### src/rtl/microcode_pipeline.sv
// Writable microcode control store and pipeline register that sit after an am2910 sequencer.
// The store is written through a valid/ready port; while it is written, the pipeline presents a JZ word.
module microcode_pipeline #(
    parameter int ADDR_W = 4,
    parameter int WORD_W = 16
) (
    input  logic                 clk,
    input  logic                 reset,
    input  logic [ADDR_W-1:0]    y_addr,
    input  logic                 pl_n,
    input  logic                 map_n,
    input  logic                 vect_n,
    input  logic [ADDR_W-1:0]    map_addr,
    input  logic [ADDR_W-1:0]    vect_addr,
    input  logic [3:0]           cond_in,
    input  logic                 stall,
    input  logic                 prog_valid,
    output logic                 prog_ready,
    input  logic [ADDR_W-1:0]    prog_addr,
    input  logic [WORD_W-1:0]    prog_data,
    output logic [3:0]           seq_i,
    output logic [ADDR_W-1:0]    seq_d,
    output logic                 seq_ccen,
    output logic                 seq_rld,
    output logic                 seq_cc,
    output logic [WORD_W-13:0]   ctrl_out,
    output logic                 busy
);

    localparam int DEPTH = 2 ** ADDR_W;

    // SAFE word: JZ, BA=0, CCEN=1, RLD=1, CC_SEL=0, user=0
    localparam logic [WORD_W-1:0] SAFE = WORD_W'(12'h300);

    typedef enum logic [1:0] {
        RUN   = 2'd0,
        PROG  = 2'd1,
        FLUSH = 2'd2
    } state_t;

    state_t              state_q, state_d;
    logic [WORD_W-1:0]   pr_q, pr_d;
    logic                prog_ready_q, prog_ready_d;
    logic                busy_q, busy_d;
    logic [WORD_W-1:0]   store_q [DEPTH];
    logic [WORD_W-1:0]   store_d [DEPTH];
    logic                wr_en;

    always_comb begin
        state_d = state_q;
        pr_d    = SAFE;
        case (state_q)
            RUN: begin
                if (prog_valid) begin
                    state_d = PROG;
                end else if (stall) begin
                    pr_d = pr_q;
                end else begin
                    pr_d = store_q[y_addr];
                end
            end
            PROG: begin
                if (!prog_valid) begin
                    state_d = FLUSH;
                end
            end
            FLUSH: begin
                state_d = RUN;
            end
            default: begin
                state_d = RUN;
            end
        endcase
        prog_ready_d = (state_d == PROG);
        busy_d       = (state_d != RUN);
    end

    // Writes only happen in PROG, so reads never need a bypass path
    assign wr_en = (state_q == PROG) && prog_valid && prog_ready_q;

    always_comb begin
        for (int i = 0; i < DEPTH; i++) begin
            store_d[i] = store_q[i];
        end
        if (wr_en) begin
            store_d[prog_addr] = prog_data;
        end
    end

    always_ff @(posedge clk or posedge reset) begin
        if (reset) begin
            state_q      <= RUN;
            pr_q         <= SAFE;
            prog_ready_q <= 1'b0;
            busy_q       <= 1'b0;
            for (int i = 0; i < DEPTH; i++) begin
                store_q[i] <= '0;
            end
        end else begin
            state_q      <= state_d;
            pr_q         <= pr_d;
            prog_ready_q <= prog_ready_d;
            busy_q       <= busy_d;
            for (int i = 0; i < DEPTH; i++) begin
                store_q[i] <= store_d[i];
            end
        end
    end

    always_comb begin
        if (!pl_n) begin
            seq_d = pr_q[4 +: ADDR_W];
        end else if (!map_n) begin
            seq_d = map_addr;
        end else if (!vect_n) begin
            seq_d = vect_addr;
        end else begin
            seq_d = '0;
        end
    end

    assign seq_cc     = cond_in[pr_q[11:10]];
    assign seq_i      = pr_q[3:0];
    assign seq_ccen   = pr_q[8];
    assign seq_rld    = pr_q[9];
    assign ctrl_out   = pr_q[WORD_W-1:12];
    assign prog_ready = prog_ready_q;
    assign busy       = busy_q;

endmodule
### config.mk
export PLATFORM = sky130hd
export DESIGN_NAME = microcode_pipeline
export DESIGN_NICKNAME = d
export VERILOG_FILES = /design/src/rtl/microcode_pipeline.sv
export SDC_FILE = /design/constraint.sdc
export NUM_CORES = 1
export LEC_CHECK = 0
export CORE_AREA = 2 2 178 136
export DETAILED_ROUTE_END_ITERATION = 16
export DIE_AREA = 0 0 180 138
export PLACE_DENSITY = 0.71
export SYNTH_ARGS = -nofsm -noshare
export SYNTH_HDL_FRONTEND = slang
export SYNTH_SLANG_ARGS = --single-unit
export TNS_END_PERCENT = 50
### constraint.sdc
create_clock -name clk -period 20.9 [get_ports clk]
set_clock_uncertainty 0.2 [all_clocks]
set_input_delay 3.135 -clock clk [delete_from_list [all_inputs] [get_ports clk]]
set_output_delay 3.135 -clock clk [all_outputs]
set_load 0.01 [all_outputs]
==> reports/qor.csv <==
stage,metric,value,unit
critical_path,crit_required,17.57,ns
global_route,grt_pass1_wl,45.7,mm
finish,antenna_cells,0,
global_route,grt_usage,23.9,%
synthesis,synth_top_area_cell,dfrtp_1,
power,pwr-share-comb,10.4,%
critical_path,worstSetupEndpointType,output pin,
critical_path,path_max_fanout,6,
power,power_density,88.3,mW/mm²
routing,drt_first_pass_iters,5,
finish,layout-drive-gt1-share,47.2,%
finish,fin_nets,882,
routing,wl,28.8,mm
global_route,grt_pass1_vias,7780,
critical_path,reg2regPathDepth,5,
global_route,grt_max_degree,107,
floorplan,die_h,138,µm
routing,drt_iter0_drc,525,
timing,fin_crit,8.13,ns
timing,maxSlewHeadroom,19.1,%
synthesis,syn_avg_cell_area,15.7,µm²
power,sw_frac_of_total,22.5,%
clocking,cts_tree,yes,
power,p_int,977,µW
timing,setup_viol,0,
synthesis,ys_async_sr_fraction,100,%
floorplan,dieArea,0.0248,mm²
floorplan,die_w,180,µm
clocking,clock_sinks,276,
synthesis,synth_top_area_share,54.5,%
synthesis,synthFlopType,dfrtp_1,
floorplan,rows,49,
hold_path,hp-class,reg -> reg,
routing,vias,7081,
synthesis,synth_cell_types,40,
clocking,post-cts-setup-buffer-count,0,
timing,fin_setup_tns,0,ns
timing,final_max_slew_viol_count,0,
hold_path,whs_path_depth,2,
hold_path,hp-start,pr_q[4],
finish,post-route-util,61.1,%
synthesis,ys_seq_area_share,54.9,%
synthesis,synth_cells,800,
clocking,cts_max_level,1,
synthesis,synth-edff-count,0,
status,status,"finished, final reports clean",
power,p_leak,0.00666,µW
critical_path,reg2reg_to,store_q[91],
synthesis,synth-seq-cells,276,
placement,dpl.hpwl,16.7,mm
placement,globalplace.congestion,0.809,
routing,ant_nets,0,
clocking,hold_buffers,0,
critical_path,start_kind,input pin,
clocking,clock_latency,0.53,ns
critical_path,r2r_setup_slack,18.09,ns
global_route,antenna_found_initial,0,
timing,rsz0062_at_grt,no,
critical_path,critPathKind,in -> out,
global_route,grt-ovfl-total,0,
floorplan,ios,60,
power,seqPwrFrac,48.6,%
synthesis,syn_area,0.0126,mm²
timing,finalHoldViolations,0,
routing,avgViaCountPerCell,6.08,
synthesis,synth-warning-count,0,
synthesis,synthesis.nets,843,
flow_run,cap_violations,0,
clocking,cts_buffers,28,
floorplan,start_util,53.9,%
power,vdd_drop_max,0.0000569,V
timing,tightest_slew,1.21,ns
clocking,cts-root-buf,clkbuf_16,
clocking,post_cts_resized,0,
clocking,clk_path_buf_depth,3,
timing,fmax,123,MHz
finish,area_growth,13.4,%
timing,post-route-period-util,38.9,%
placement,io_buffers,59,
power,clkPwrFrac,41.0,%
routing,drc,0,
hold_path,min_delay_worst_endpoint,pr_q[4],
power,p_sw,283,µW
critical_path,crit_arrival,4.79,ns
critical_path,reg2reg_from,state_q[1],
routing,wl_per_cell,24.8,µm
clocking,clk_pin_slew,0.06,ns
synthesis,synth_area_leaders,"dfrtp_1 54%, mux2_2 21%, mux4_2 11%, mux2_4 2.4%, mux2i_1 1.8%",
floorplan,core_area,0.0234,mm²
## worst max-delay path, cell delays in order
cell,delay [ns]
clkdlybuf4s50_1,0.56
nor2b_1,0.26
a21oi_1,0.10
a21oi_1,0.17
clkdlybuf4s50_1,0.56
## kinds of logic after synthesis
kind of cell / share of synthesized area [%]
buffers and inverters: 3.16
AOI/OAI and AO/OA: 2.64
and+or+nand+nor: 3.12
muxes: 36.2
DFF: 54.9
## metal layers
layer	share of wire [%]	wire, µm	GRT usage [%]	up-vias
li1	-	-	-	3047
met5	0	0	0	-
met1	44	12800	34.6	3784
met2	49	14100	38.3	197
met3	4.7	1370	3.48	53
met4	2.1	611	6.55	0
## cells in the final DEF, fill, tap and decap left out, types with 2 or more instances in the layout
cell               n
o22ai_1            2
nor2_2             9
mux4_2            61
buf_4             18
clkdlybuf4s50_1   56
a21oi_1            6
mux2_4            20
dfrtp_1          274
mux2i_1           22
nor2b_1            7
o2bb2ai_1          2
clkbuf_16         29
o211ai_1          14
nand3_2            2
mux2_2           236
clkinv_2           6
clkbuf_8          11
dfstp_2            2
buf_2              2
or3_1              2
a22o_1             2
nor3_1             3
nand2b_1           6
nand2_2            2
bufinv_16          2
a2111oi_0          2
a22oi_1           14
nand2_1           18
nor2_1             8
o21ai_0            4
## power by group through the flow
| stage | sequential (µW) | clock [µW] | combinational, µW |
|---|---|---|---|
| finish | 613 | 517 | 131 |
| global route | 618 | 548 | 143 |
| CTS | 612 | 525 | 133 |
| detailed placement | 621 | 0 | 133 |
| global placement | 615 | 0 | 127 |
| floorplan | 612 | 0 | 101 |
## cell type report
| type | count | area, µm² |
|---|---|---|
| Fill cell | 1694 | 9090 |
| Sequential cell | 276 | 6910 |
| Multi-Input combinational cell | 455 | 5280 |
| Clock buffer | 41 | 881 |
| Timing Repair Buffer | 76 | 706 |
| Tap cell | 306 | 383 |
| Clock inverter | 8 | 90.1 |
| Inverter | 2 | 15.0 |
## metrics by stage
step	hold slack, ns	power (µW)	worst slack (ns)	instance area (µm²)	std cells
2_1_floorplan	0.267	713	9.96	12600	800
3_3_place_gp	0.282	742	12.90	13300	1115
3_5_place_dp	0.287	754	12.78	13300	1115
4_1_cts	0.302	1270	12.77	14300	1164
5_1_grt	0.310	1310	12.69	14300	1164
6_report	0.297	1260	12.77	14300	1164
## state kept, by name, indices dropped and copies added, names as in the netlist
name	cells
store_q	256
state_q	2
pr_q	16
busy	1
prog_ready	1
## worst max-delay path by stage
| stage | start | to | slack, ns | cells after the start |
|---|---|---|---|---|
| CTS | map_n | seq_d[1] | 12.77 | 5 |
| global placement | map_n | seq_d[3] | 12.90 | 5 |
| global route | map_n | seq_d[0] | 12.69 | 5 |
| finish | map_n | seq_d[1] | 12.77 | 5 |
| floorplan | reset | busy | 9.96 | 1 |
| detailed placement | map_n | seq_d[1] | 12.78 | 5 |
## synth_stat cells (all sizes together), types with 2 or more instances
master   number
nor2b         7
a2111oi       2
a22oi        14
a22o          2
o2bb2ai       2
or3           2
dfrtp       274
inv           2
buf          42
nor2         18
mux4         61
nor3          4
o21ai         4
nand3         2
o22ai         2
dfstp         2
o211ai       14
nand2        20
mux2        256
clkbuf       25
a21oi         6
mux2i        22
nand2b        7
Power figures use the tool's default switching activity.
==> variant (same settings) <==
The parameter `ADDR_W` goes from 4 to 2.
--- a/src/rtl/microcode_pipeline.sv
+++ b/src/rtl/microcode_pipeline.sv
@@ -2,5 +2,5 @@
 // The store is written through a valid/ready port; while it is written, the pipeline presents a JZ word.
 module microcode_pipeline #(
-    parameter int ADDR_W = 4,
+    parameter int ADDR_W = 2,
     parameter int WORD_W = 16
 ) (
Interface: changed (5 resized); port bits go from 60 to 50. The function was not compared with the original's and may differ.
==> variant against the unedited design <==
Sequential cell count decreased by 202. Setup slack gained 300 ps. Synthesized area is 74% lower. Power decreased by 67%. Register-to-register slack better by 470 ps. Design area is 69% lower. Fmax increased by 3.9%. Utilization down 42 points. Wire length shrank 73%. Critical endpoint is now seq_cc. Highest routed layer is now met5.
==> variant: results <==
{
  "synth-seq-area-share": 0.5687,
  "synthMuxAreaShare": 0.3085,
  "synth_compound_gate_area_share": 0.04144,
  "drt-initial-drc-count": 62,
  "io_buffers": 47,
  "hold_end": "store_q[20]",
  "met2_usage": 0.1186,
  "r2r_end": "store_q[15]",
  "power_clock_w": 0.000165,
  "clk_latency_ps": 320,
  "status": "complete, no violations",
  "rr_worst_depth": 3,
  "drtPass1Iterations": 4,
  "worstHoldStart": "store_q[20]",
  "nets": 283,
  "seq-power_w": 0.000187,
  "dr_wl_met3_um": 329,
  "synth.distinct_cells": 25,
  "top_regs": "store_q x56, pr_q x14, state_q x2",
  "p_int_w": 0.0003235,
  "drive_above_1_share": 0.3953,
  "wl_met2_um": 4021,
  "clockBufferDepth": 2,
  "cts_made_buffers": 9,
  "h-tree-depth": 3,
  "synth_area_leaders": "dfrtp_1 (55%), mux2_2 (16%), mux4_2 (10%)",
  "gp_congestion": 0.6864,
  "top_layer": "met5",
  "detailed_place_hpwl_um": 5322,
  "crit_end": "seq_cc"
}
==> variant: critical path: stages <==
cell             delay, ps
clkdlybuf4s50_1        400
mux4_2                 460
clkdlybuf4s50_1        490
==> variant: per-stage QoR <==
stage	instance area, sq um	instances	setup slack [ps]
6_report	4374	559	13080
5_1_grt	4374	559	13030
4_1_cts	4374	559	13070
3_5_place_dp	4045	543	13080
3_3_place_gp	4045	543	13090
2_1_floorplan	3261	203	13950
==> variant: cell type report <==
cell class	instances	area share
sequential	74	0.4239
inverter	3	0.002574
multi-input combinational	108	0.2946
timing repair buffer	52	0.1161
tap	306	0.08753
clock inverter	6	0.02059
clock buffer	10	0.05463
==> variant: cells by family (layout without fill, tap and decap cells) <==
| family | Yosys count | in the layout |
|---|---|---|
| flops | 74 | 74 |
| compound gates | 16 | 16 |
| simple gates | 21 | 21 |
| buf+inv | 21 | 71 |
| mux | 71 | 71 |
